[src/rtl/multi_edge_det_pkg.sv]
// Shared types, mode encodings and the edge qualification helper for multi_edge_det.
package multi_edge_det_pkg;

  typedef logic [1:0] edge_mode_t;

  localparam edge_mode_t MODE_OFF  = 2'b00;
  localparam edge_mode_t MODE_RISE = 2'b01;
  localparam edge_mode_t MODE_FALL = 2'b10;
  localparam edge_mode_t MODE_BOTH = 2'b11;

  // Bit 0 of the mode enables rising updates, bit 1 enables falling updates.
  function automatic logic edge_qualifies(edge_mode_t mode, logic prev, logic next);
    return (!prev && next && mode[0]) || (prev && !next && mode[1]);
  endfunction

endpackage

[src/rtl/multi_edge_det_sync_chain.sv]
// Single-bit synchroniser: SYNC_STAGES flip-flops in series, reset to RST_VAL.
module sync_chain #(
  parameter int   SYNC_STAGES = 2,
  parameter logic RST_VAL     = 1'b0
) (
  input  logic clk,
  input  logic rst,
  input  logic d,
  output logic q
);

  logic [SYNC_STAGES-1:0] stages;

  // NOTE: state registers use non-blocking assignment so every stage samples the
  // value its predecessor held before the edge; blocking here would collapse the chain.
  always_ff @(posedge clk) begin
    if (rst) begin
      stages <= {SYNC_STAGES{RST_VAL}};
    end else begin
      stages <= {stages[SYNC_STAGES-2:0], d};
    end
  end

  assign q = stages[SYNC_STAGES-1];

endmodule

[src/rtl/multi_edge_det.sv]
// Multi-channel edge detector: synchronise, debounce, qualify by mode, pulse and sticky flag.
// Debounce counter is built only when MULTI_EDGE_DET_DEBOUNCE_EN is defined.
module multi_edge_det
  import multi_edge_det_pkg::*;
#(
  parameter int   CHANNELS        = 4,
  parameter int   SYNC_STAGES     = 2,
  parameter int   DEBOUNCE_CYCLES = 4,
  parameter logic RST_VAL         = 1'b0
) (
  input  logic                  clk,
  input  logic                  rst,
  input  logic [CHANNELS-1:0]   async_in,
  input  logic [2*CHANNELS-1:0] mode,
  input  logic [CHANNELS-1:0]   clear,
  output logic [CHANNELS-1:0]   sync_out,
  output logic [CHANNELS-1:0]   stable_out,
  output logic [CHANNELS-1:0]   edge_pulse,
  output logic [CHANNELS-1:0]   edge_sticky
);

  if (CHANNELS < 1 || SYNC_STAGES < 2 || DEBOUNCE_CYCLES < 1) begin : g_bad_params
    $error("multi_edge_det: CHANNELS>=1, SYNC_STAGES>=2, DEBOUNCE_CYCLES>=1 required");
  end

`ifdef MULTI_EDGE_DET_DEBOUNCE_EN
  localparam int CNT_W = $clog2(DEBOUNCE_CYCLES + 1);
  localparam logic [CNT_W-1:0] CNT_LAST = CNT_W'(DEBOUNCE_CYCLES - 1);
`endif

  for (genvar i = 0; i < CHANNELS; i++) begin : g_ch
    logic       stable_q;
    logic       pulse_q;
    logic       sticky_q;
    logic       update;
    logic       hit;
    edge_mode_t ch_mode;

    sync_chain #(
      .SYNC_STAGES (SYNC_STAGES),
      .RST_VAL     (RST_VAL)
    ) u_sync (
      .clk (clk),
      .rst (rst),
      .d   (async_in[i]),
      .q   (sync_out[i])
    );

    assign ch_mode = mode[2*i +: 2];

`ifdef MULTI_EDGE_DET_DEBOUNCE_EN
    logic [CNT_W-1:0] cnt;

    // The count restarts whenever the input agrees with stable or an update lands.
    always_ff @(posedge clk) begin
      if (rst) begin
        cnt <= '0;
      end else if (sync_out[i] == stable_q || update) begin
        cnt <= '0;
      end else begin
        cnt <= cnt + 1'b1;
      end
    end

    assign update = (sync_out[i] != stable_q) && (cnt == CNT_LAST);
`else
    assign update = (sync_out[i] != stable_q);
`endif

    // Mode is sampled here, on the update edge only.
    assign hit = update && edge_qualifies(ch_mode, stable_q, sync_out[i]);

    always_ff @(posedge clk) begin
      if (rst) begin
        stable_q <= RST_VAL;
        pulse_q  <= 1'b0;
        sticky_q <= 1'b0;
      end else begin
        pulse_q <= hit;
        if (update) begin
          stable_q <= sync_out[i];
        end
        // A set on the same edge as a clear takes priority.
        if (hit) begin
          sticky_q <= 1'b1;
        end else if (clear[i]) begin
          sticky_q <= 1'b0;
        end
      end
    end

    assign stable_out[i]  = stable_q;
    assign edge_pulse[i]  = pulse_q;
    assign edge_sticky[i] = sticky_q;
  end

endmodule

[config.mk]
export PLATFORM = sky130hd
export DESIGN_NAME = multi_edge_det
export DESIGN_NICKNAME = d
export VERILOG_FILES = /design/src/rtl/multi_edge_det_pkg.sv /design/src/rtl/multi_edge_det_sync_chain.sv /design/src/rtl/multi_edge_det.sv
export SDC_FILE = /design/constraint.sdc
export NUM_CORES = 1
export LEC_CHECK = 0
export ABC_AREA = 1
export CAP_MARGIN = 20
export CORE_MARGIN = 2
export CORE_UTILIZATION = 43
export CTS_CLUSTER_SIZE = 12
export DETAILED_ROUTE_END_ITERATION = 8
export GPL_TIMING_DRIVEN = 0
export PLACE_DENSITY = 0.83
export RECOVER_POWER = 50
export SLEW_MARGIN = 20
export SYNTH_ARGS = -nofsm -noshare
export SYNTH_HDL_FRONTEND = slang
export SYNTH_SLANG_ARGS = --single-unit
[constraint.sdc]
create_clock -name clk -period 1.22 [get_ports clk]
set_clock_uncertainty 0.1 [all_clocks]
set_input_delay 0.366 -clock clk [delete_from_list [all_inputs] [get_ports clk]]
set_output_delay 0.366 -clock clk [all_outputs]
set_load 0.03 [all_outputs]
==> metrics.md, run 1 <==
| Metric | Value |
|---|---|
| Run status | complete, but fails checks |
| Failing checks | negative setup slack |
| Die Y | 50.59 um |
| Width of the chip | roughly 51 um |
| Final WL | 1740 um |
| Via density per instance | 4.213 |
| Overflow after GRT | 0 |
| Non-filler instance count after layout | 178 |
| CTS Buf Count | 3 |
| Category of the most critical setup path | reg2out |
| Setup-failing EPs final | 18 |
| Number of detailed-routing iterations run before antenna repair | 4 |
| Placeable core region | around 2000 um^2 |
| Later-pin clock latency in the skew report | 0.31 ns |
| Initial antenna violation count | 0 |
| Clock root buffer master | clkbuf_4 |
| WHS Path Cells | 2 |
| Routability-driven placement congestion ratio | roughly 0.63 |
| Worst slack on hold paths | a little over 0.3 ns |
| Max-slew violation total from the final report | 0 |
| Share of synthesized area occupied by flip-flops and latches | 0.4290 |
| Number of routed nets with antenna violations | 0 |
| Worst vdd ir | 0.0007161 V |
| Number of vias in the routed layout | 750 |
| Tightest Hold Check Type | reg2reg |
| Number of placement rows | 16 |
| Average wire per cell in the routed design | 9.775 um |
| CTS tree | done |
| Register bit total from synthesis | 20 |
| DRC | 0 |
| Starting DRT DRC Count | 9 |
| Vias in the first global route | 689 |
| Cell types with the largest area share after synthesis | dfxtp_1 43%, buf_4 13%, ha_1 11%, inv_1 10%, nand2_1 8.0% |
| Ratio of final minimum period to clock period | 1.105 |
| Clock slew seen by the registers of the worst setup and hold paths | 0.11 ns |
| Total placed cells including tap cells | between 150 and 200 |
| Final #Nets | 178 |
| # IOs | 34 |
| Total count of hold-check failures in the final report | 0 |
| Max incr delay on CP | 0.34 ns |
| Yosys top cell area share | 0.4290 |
| Slowest cell on crit path | dfxtp_2 |
| Layout cell share with drive strength beyond 1 | 0.4172 |
| Layout area overhead | 51.34% |
| Yosys cell types | 12 |
| Power density over cell area | 1075 nW/um^2 |
| Post-synthesis instance total | 118 |
| Synthesized netlist net count | 144 |
| Unrepaired setup endpoints after global routing | yes |
| HPWL after detailed placement | 1225 um |
| Mean instance size in the synthesized netlist | 7.910 um^2 |
| Cell area after synthesis | 933.4 um^2 |
| Clock period minus worst slack | 1.348 ns |
| Wire length of the first global-routing pass | 2877 um |
| Antenna cells | 0 |
| Total of hold buffers inserted after clock tree synthesis | 0 |
| Ys Warns | 0 |
| Type of origin of the critical path | flop |
| Place WS | -0.4028 ns |
| Max-cap violations | 0 |
| Maximum clock insertion buffer count | 2 |
| Critical path cell sequence | buf_6 -> buf_6 |
| Largest fanout on the critical path | 2 |
| Worst Setup Slack, final | -0.1278 ns |
| Full die area | 2559 um^2 |
| Data arrival, critical path | 0.88 ns |
| Largest net degree at the start of global routing | 12 |
| Upper clock frequency limit | roughly 0.74 GHz |
| Global router's overall resource usage | 0.1474 |
| CTS H-tree depth | 1 |
| Most common cell on crit path | buf_6 |
| Largest area contributor in the netlist | dfxtp_1 |
| I/O Buffers | 33 |
| Slew at the pin with the worst max-slew slack | 0.2155 ns |
| Required time of the worst setup path | 0.75 ns |
| R2r worst-path depth | 5 |
| Worst slew margin relative to its limit | 0.8559 |
| Effective utilization at floorplan | 0.4662 |
| Leak pwr | 0.7194 nW |
| Clk sinks | 20 |
| Setup crit end kind | output pin |
==> layout by cell type, fill, tap and decap left out <==
cell	instances
ha_4	4
dfxtp_2	16
clkbuf_8	1
buf_4	9
nand2_1	18
dlygate4sd3_1	1
ha_1	4
clkdlybuf4s50_1	16
nor2_1	16
inv_2	4
inv_1	21
a21oi_1	1
o21ai_1	3
clkbuf_4	3
nor2_2	2
nand3b_1	4
buf_6	20
nand2_2	4
dfxtp_1	4
==> path summary, 6_finish.rpt <==
kind                             from                        to  slack, ns
max                  g_ch[2].stable_q             stable_out[2]      -0.13
min          g_ch[0].u_sync.stages[0]  g_ch[0].u_sync.stages[1]       0.30
max reg2reg          g_ch[0].stable_q          g_ch[0].stable_q       0.04
min reg2reg  g_ch[0].u_sync.stages[0]  g_ch[0].u_sync.stages[1]       0.30
==> stage by stage <==
stage                     utilization  area, um^2  power, mW  TNS (ns)
after CTS                      0.6913        1384      1.506   -0.9772
after floorplan                     -       933.4     0.9306         0
after global routing           0.7056        1413      1.596    -1.491
final                          0.7056        1413      1.518   -0.8835
after detailed placement       0.6481        1297      1.065    -9.314
after global placement         0.6481        1297      1.053    -9.258
==> final cells by class <==
cell class	count	area, um^2
Tap cell	27	33.78
Timing Repair Buffer	41	410.4
Inverter	25	93.84
Buffer	5	52.55
Multi-Input combinational cell	56	365.4
Sequential cell	20	420.4
Fill cell	163	589.3
Clock buffer	4	36.28
==> state kept, by name, indices dropped and copies added, names as in the netlist <==
| name | count |
|---|---|
| g_ch.pulse_q | 4 |
| g_ch.stable_q | 4 |
| g_ch.sticky_q | 4 |
| g_ch.u_sync.stages | 8 |
==> synthesized netlist by cell type <==
library cell / number
inv_1: 25
a21oi_1: 1
dfxtp_1: 20
o21ai_0: 3
ha_1: 8
buf_6: 1
nand3b_1: 4
nand2_1: 20
nor2_1: 17
nand2_2: 2
nor2_2: 1
buf_4: 16
==> worst max-delay path: cells and delay by family, from the launching register on <==
kind / cells / cell delay [ns]
buf+inv: 2 / 0.23
flops: 1 / 0.34
==> kinds of logic after synthesis <==
logic type	Yosys count	share of synthesized area
compound gates	4	0.02144
flops	20	0.4290
buf+inv	42	0.2413
simple gates	44	0.2011
fa+ha+maj	8	0.1072
==> report_power, final <==
group | internal [mW] | total [mW] | switching, mW | leakage (nW)
registers | 0.695 | 0.717 | 0.0225 | 0.171
clock network | 0.182 | 0.386 | 0.204 | 0.0210
logic | 0.223 | 0.415 | 0.192 | 0.528
total | 1.10 | 1.52 | 0.418 | 0.719
==> routing by layer <==
metal / global-route usage / up-vias / share of wire
met4: 0.05405 / 0 / 0.016
li1: - / 394 / -
met3: 0.03274 / 3 / 0.061
met1: 0.1691 / 327 / 0.39
met5: 0 / - / 0
met2: 0.2654 / 26 / 0.53
==> what timing repair did <==
| item | in CTS | in global routing |
|---|---|---|
| resized for setup | 136 | 10 |
| pin swaps | 1 | 5 |
| endpoints found under the hold margin | 0 | 0 |
| endpoints found under the setup margin | 17 | 26 |
| setup buffers | 8 | 1 |
Power figures use the tool's default switching activity.
==> run 2, diff against run 1 <==
- CORE_UTILIZATION: 43 -> 46
- PLACE_DENSITY: 0.83 -> 0.87
- clock period: 1.22 -> 1.6 ns (I/O delays scaled with it)
==> run 2 against run 1 <==
  * The flow now finishes without violations
  * Register-to-register slack better by 0.36 ns
  * Setup slack better by 0.20 ns
  * Final cell count grew 1.7%
  * Routed wire length grew 1.7%
  * Non-clock buffer count increased by 4
  * Total power is 33% lower
  * Hold slack got worse by 0.0039 ns
  * Sequential power decreased by 23%
  * Critical path type unchanged
  * Largest cell class is now sequential cells
==> metrics.md, run 2 (synthesis results as in run 1) <==
| Metric | Value |
|---|---|
| Total of hold buffers inserted after clock tree synthesis | 0 (unchanged) |
| Setup_tns | 0 ns (+0.8835 ns) |
| WHS Path Cells | 2 (unchanged) |
| Layout cell share with drive strength beyond 1 | 0.2987 (-0.1185) |
| Overflow after GRT | 0 (unchanged) |
| Destination of the worst register-to-register timing path | g_ch[0].stable_q |
| Clock root buffer master | clkbuf_4 |
| Post-layout total power | 1.020 mW (-33%) |
| Post-CTS repair timing setup buffer count | 0 (-8) |
| Leak pwr | 0.7108 nW (-1.2%) |
| Total count of hold-check failures in the final report | 0 (unchanged) |
| Final WL | 1770 um (+1.7%) |
| Global router's overall resource usage | 0.1673 (+0.01989) |
| Worst Setup Slack, final | 0.06740 ns (+0.1952 ns) |
| CTS tree | done |
| Unrepaired setup endpoints after global routing | no |
| Die Y | 49.05 um (-3.1%) |
| Most common cell after layout, fill and taps aside | inv_1 |
| Type of origin of the critical path | flop |
| Initial antenna violation count | 0 (unchanged) |
| Max-cap violations | 0 (unchanged) |
| Tightest Hold Check Type | reg2reg |
| Via density per instance | 4.276 (+1.5%) |
| Worst slew margin relative to its limit | 0.8487 (-0.007143) |
| Number of filler instances in the final layout | 184 (+13%) |
| Number of placement rows | 16 (unchanged) |
| Setup crit end kind | output pin |
| Routability-driven placement congestion ratio | 0.6776 (+7.8%) |
| CTS H-tree depth | 1 (unchanged) |
| Reg-to-reg critical path startpoint | g_ch[0].stable_q |
| Upper clock frequency limit | approximately 0.65 GHz |
| Endpoint of the worst hold path | g_ch[2].u_sync.stages[1] |
| Wire length of the first global-routing pass | 3084 um (+7.2%) |
| Hold path start | g_ch[2].u_sync.stages[0] |
| Setup-failing EPs final | 0 (-18) |
| Number of vias in the routed layout | 774 (+3.2%) |
| Starting DRT DRC Count | 4 (-5) |
| Clock slew seen by the registers of the worst setup and hold paths | 0.11 ns (about the same) |
| Most frequent cells in the layout | 25 x inv_1, 20 x nand2_1, 18 x nor2_1 |
| Post-cts repair resize count | 79 (-42%) |
| Placeable core region | 1942 um^2 (-3.0%) |
| Run status | completed |
| Max-slew violation total from the final report | 0 (unchanged) |
| Place WS | -0.1436 ns (+0.2592 ns) |
| Internal reg-to-reg setup slack | 0.40 ns (+0.36 ns) |
| HPWL after detailed placement | 1425 um (+16%) |
| Required time of the worst setup path | 1.02 ns (+0.27 ns) |
| Non-filler instance count after layout | 181 (+1.7%) |
| Layout area overhead | 33.24% |
| Number of detailed-routing iterations run before antenna repair | 4 (unchanged) |
| Biggest register | g_ch.u_sync.stages |
| Slew at the pin with the worst max-slew slack | 0.2267 ns (+0.01118 ns) |
| Flip-flop count of the largest register, all copies and words added | 8 (unchanged) |
| Width of the chip | 49.05 um (-3.1%) |
| CTS Buf Count | 3 (unchanged) |
| Largest net degree at the start of global routing | 11 (-1) |
| I/O Buffers | 33 (unchanged) |
| Max incr delay on CP | 0.37 ns (+0.03 ns) |
| Worst vdd ir | 0.0005668 V (-21%) |
| Ratio of final minimum period to clock period | 0.9579 |
| R2r worst-path depth | 4 (-1) |
| Footprint of the flip-flops and latches | 410.4 um^2 (-2.4%) |
| Largest fanout on the critical path | 4 (+2) |
| Total placed cells including tap cells | 178 (unchanged) |
| # IOs | 34 (unchanged) |
| Maximum clock insertion buffer count | 2 (unchanged) |
| Vias in the first global route | 764 (+11%) |
| Effective utilization at floorplan | 0.4807 (+0.01442) |
| Number of routed nets with antenna violations | 0 (unchanged) |
| Power density over cell area | 819.9 nW/um^2 (-24%) |
| Clock period minus worst slack | 1.533 ns |
| Category of the most critical setup path | reg2out |
| Final #Nets | 182 (+2.2%) |
| Critical path cell sequence | buf_4 -> buf_2 |
| Full die area | 2405 um^2 (-6.0%) |
| Later-pin clock latency in the skew report | 0.30 ns (about the same) |
| Combined area of the multi-input logic cells | 305.3 um^2 (-16%) |
| DRC | 0 (unchanged) |
| Antenna cells | 0 (unchanged) |
| Slowest cell on crit path | dfxtp_2 |
| Average wire per cell in the routed design | 9.779 um (about the same) |
| Clk sinks | 20 (unchanged) |
| Data arrival, critical path | 0.95 ns (+0.07 ns) |
[run 2: changes by cell type in the layout (fill, tap and decap cells not counted), moves of 3 or more]
cell	previous run	this run
buf_6	20	0
buf_2	0	15
buf_4	9	17
dfxtp_1	4	12
dfxtp_2	16	8
ha_1	4	8
ha_4	4	0
inv_1	21	25
inv_2	4	0
o21ai_0	0	3
o21ai_1	3	0
[run 2: worst max-delay path by stage]
stage | from | end | slack (ns) | depth (start not counted)
2_1_floorplan | g_ch[0].stable_q | g_ch[0].stable_q | 0.51 | 4
3_3_place_gp | g_ch[2].u_sync.stages[1] | sync_out[2] | -0.12 | 2
3_5_place_dp | g_ch[0].stable_q | stable_out[0] | -0.14 | 2
4_1_cts | g_ch[1].pulse_q | edge_pulse[1] | 0.009 | 2
5_1_grt | g_ch[3].u_sync.stages[1] | sync_out[3] | 0.01 | 2
6_report | g_ch[2].stable_q | stable_out[2] | 0.07 | 2
[run 2: through the flow]
stage | cell area [um^2] | util | hold WS, ns
after detailed placement | 1297 | 0.6682 | 0.2996
after CTS | 1276 | 0.6572 | 0.3064
after floorplan | 933.4 | - | 0.2883
final | 1244 | 0.6405 | 0.2997
after global placement | 1297 | 0.6682 | 0.2897
after global routing | 1244 | 0.6405 | 0.3246
[run 2: cell type report]
cell class | count | area share
Sequential cell | 20 | 0.3300
Timing Repair Buffer | 33 | 0.2032
Tap cell | 27 | 0.02716
Inverter | 25 | 0.07545
Multi-Input combinational cell | 56 | 0.2455
Clock buffer | 3 | 0.01811
Buffer | 17 | 0.1006
[run 2: where the power goes]
part | internal, mW | total (mW) | switching (mW) | leakage (nW)
Sequential | 0.529 | 0.550 | 0.0208 | 0.167
Clock | 0.0877 | 0.231 | 0.143 | 0.0138
Combinational | 0.117 | 0.239 | 0.122 | 0.530
[run 2: layer usage]
layer	part of all wire	wire, um	global-route usage	vias to the layer above
met3	0.051	91	0.04908	3
met1	0.36	641	0.1481	350
met2	0.58	1021	0.3470	23
li1	-	-	-	398
met5	0	0	0	-
met4	0.0085	15	0.05714	0
[run 2: worst max-delay path, delay by kind of cell, from the launching register on]
kind	cells	cell delay (ns)
buf+inv	2	0.29
flops	1	0.37
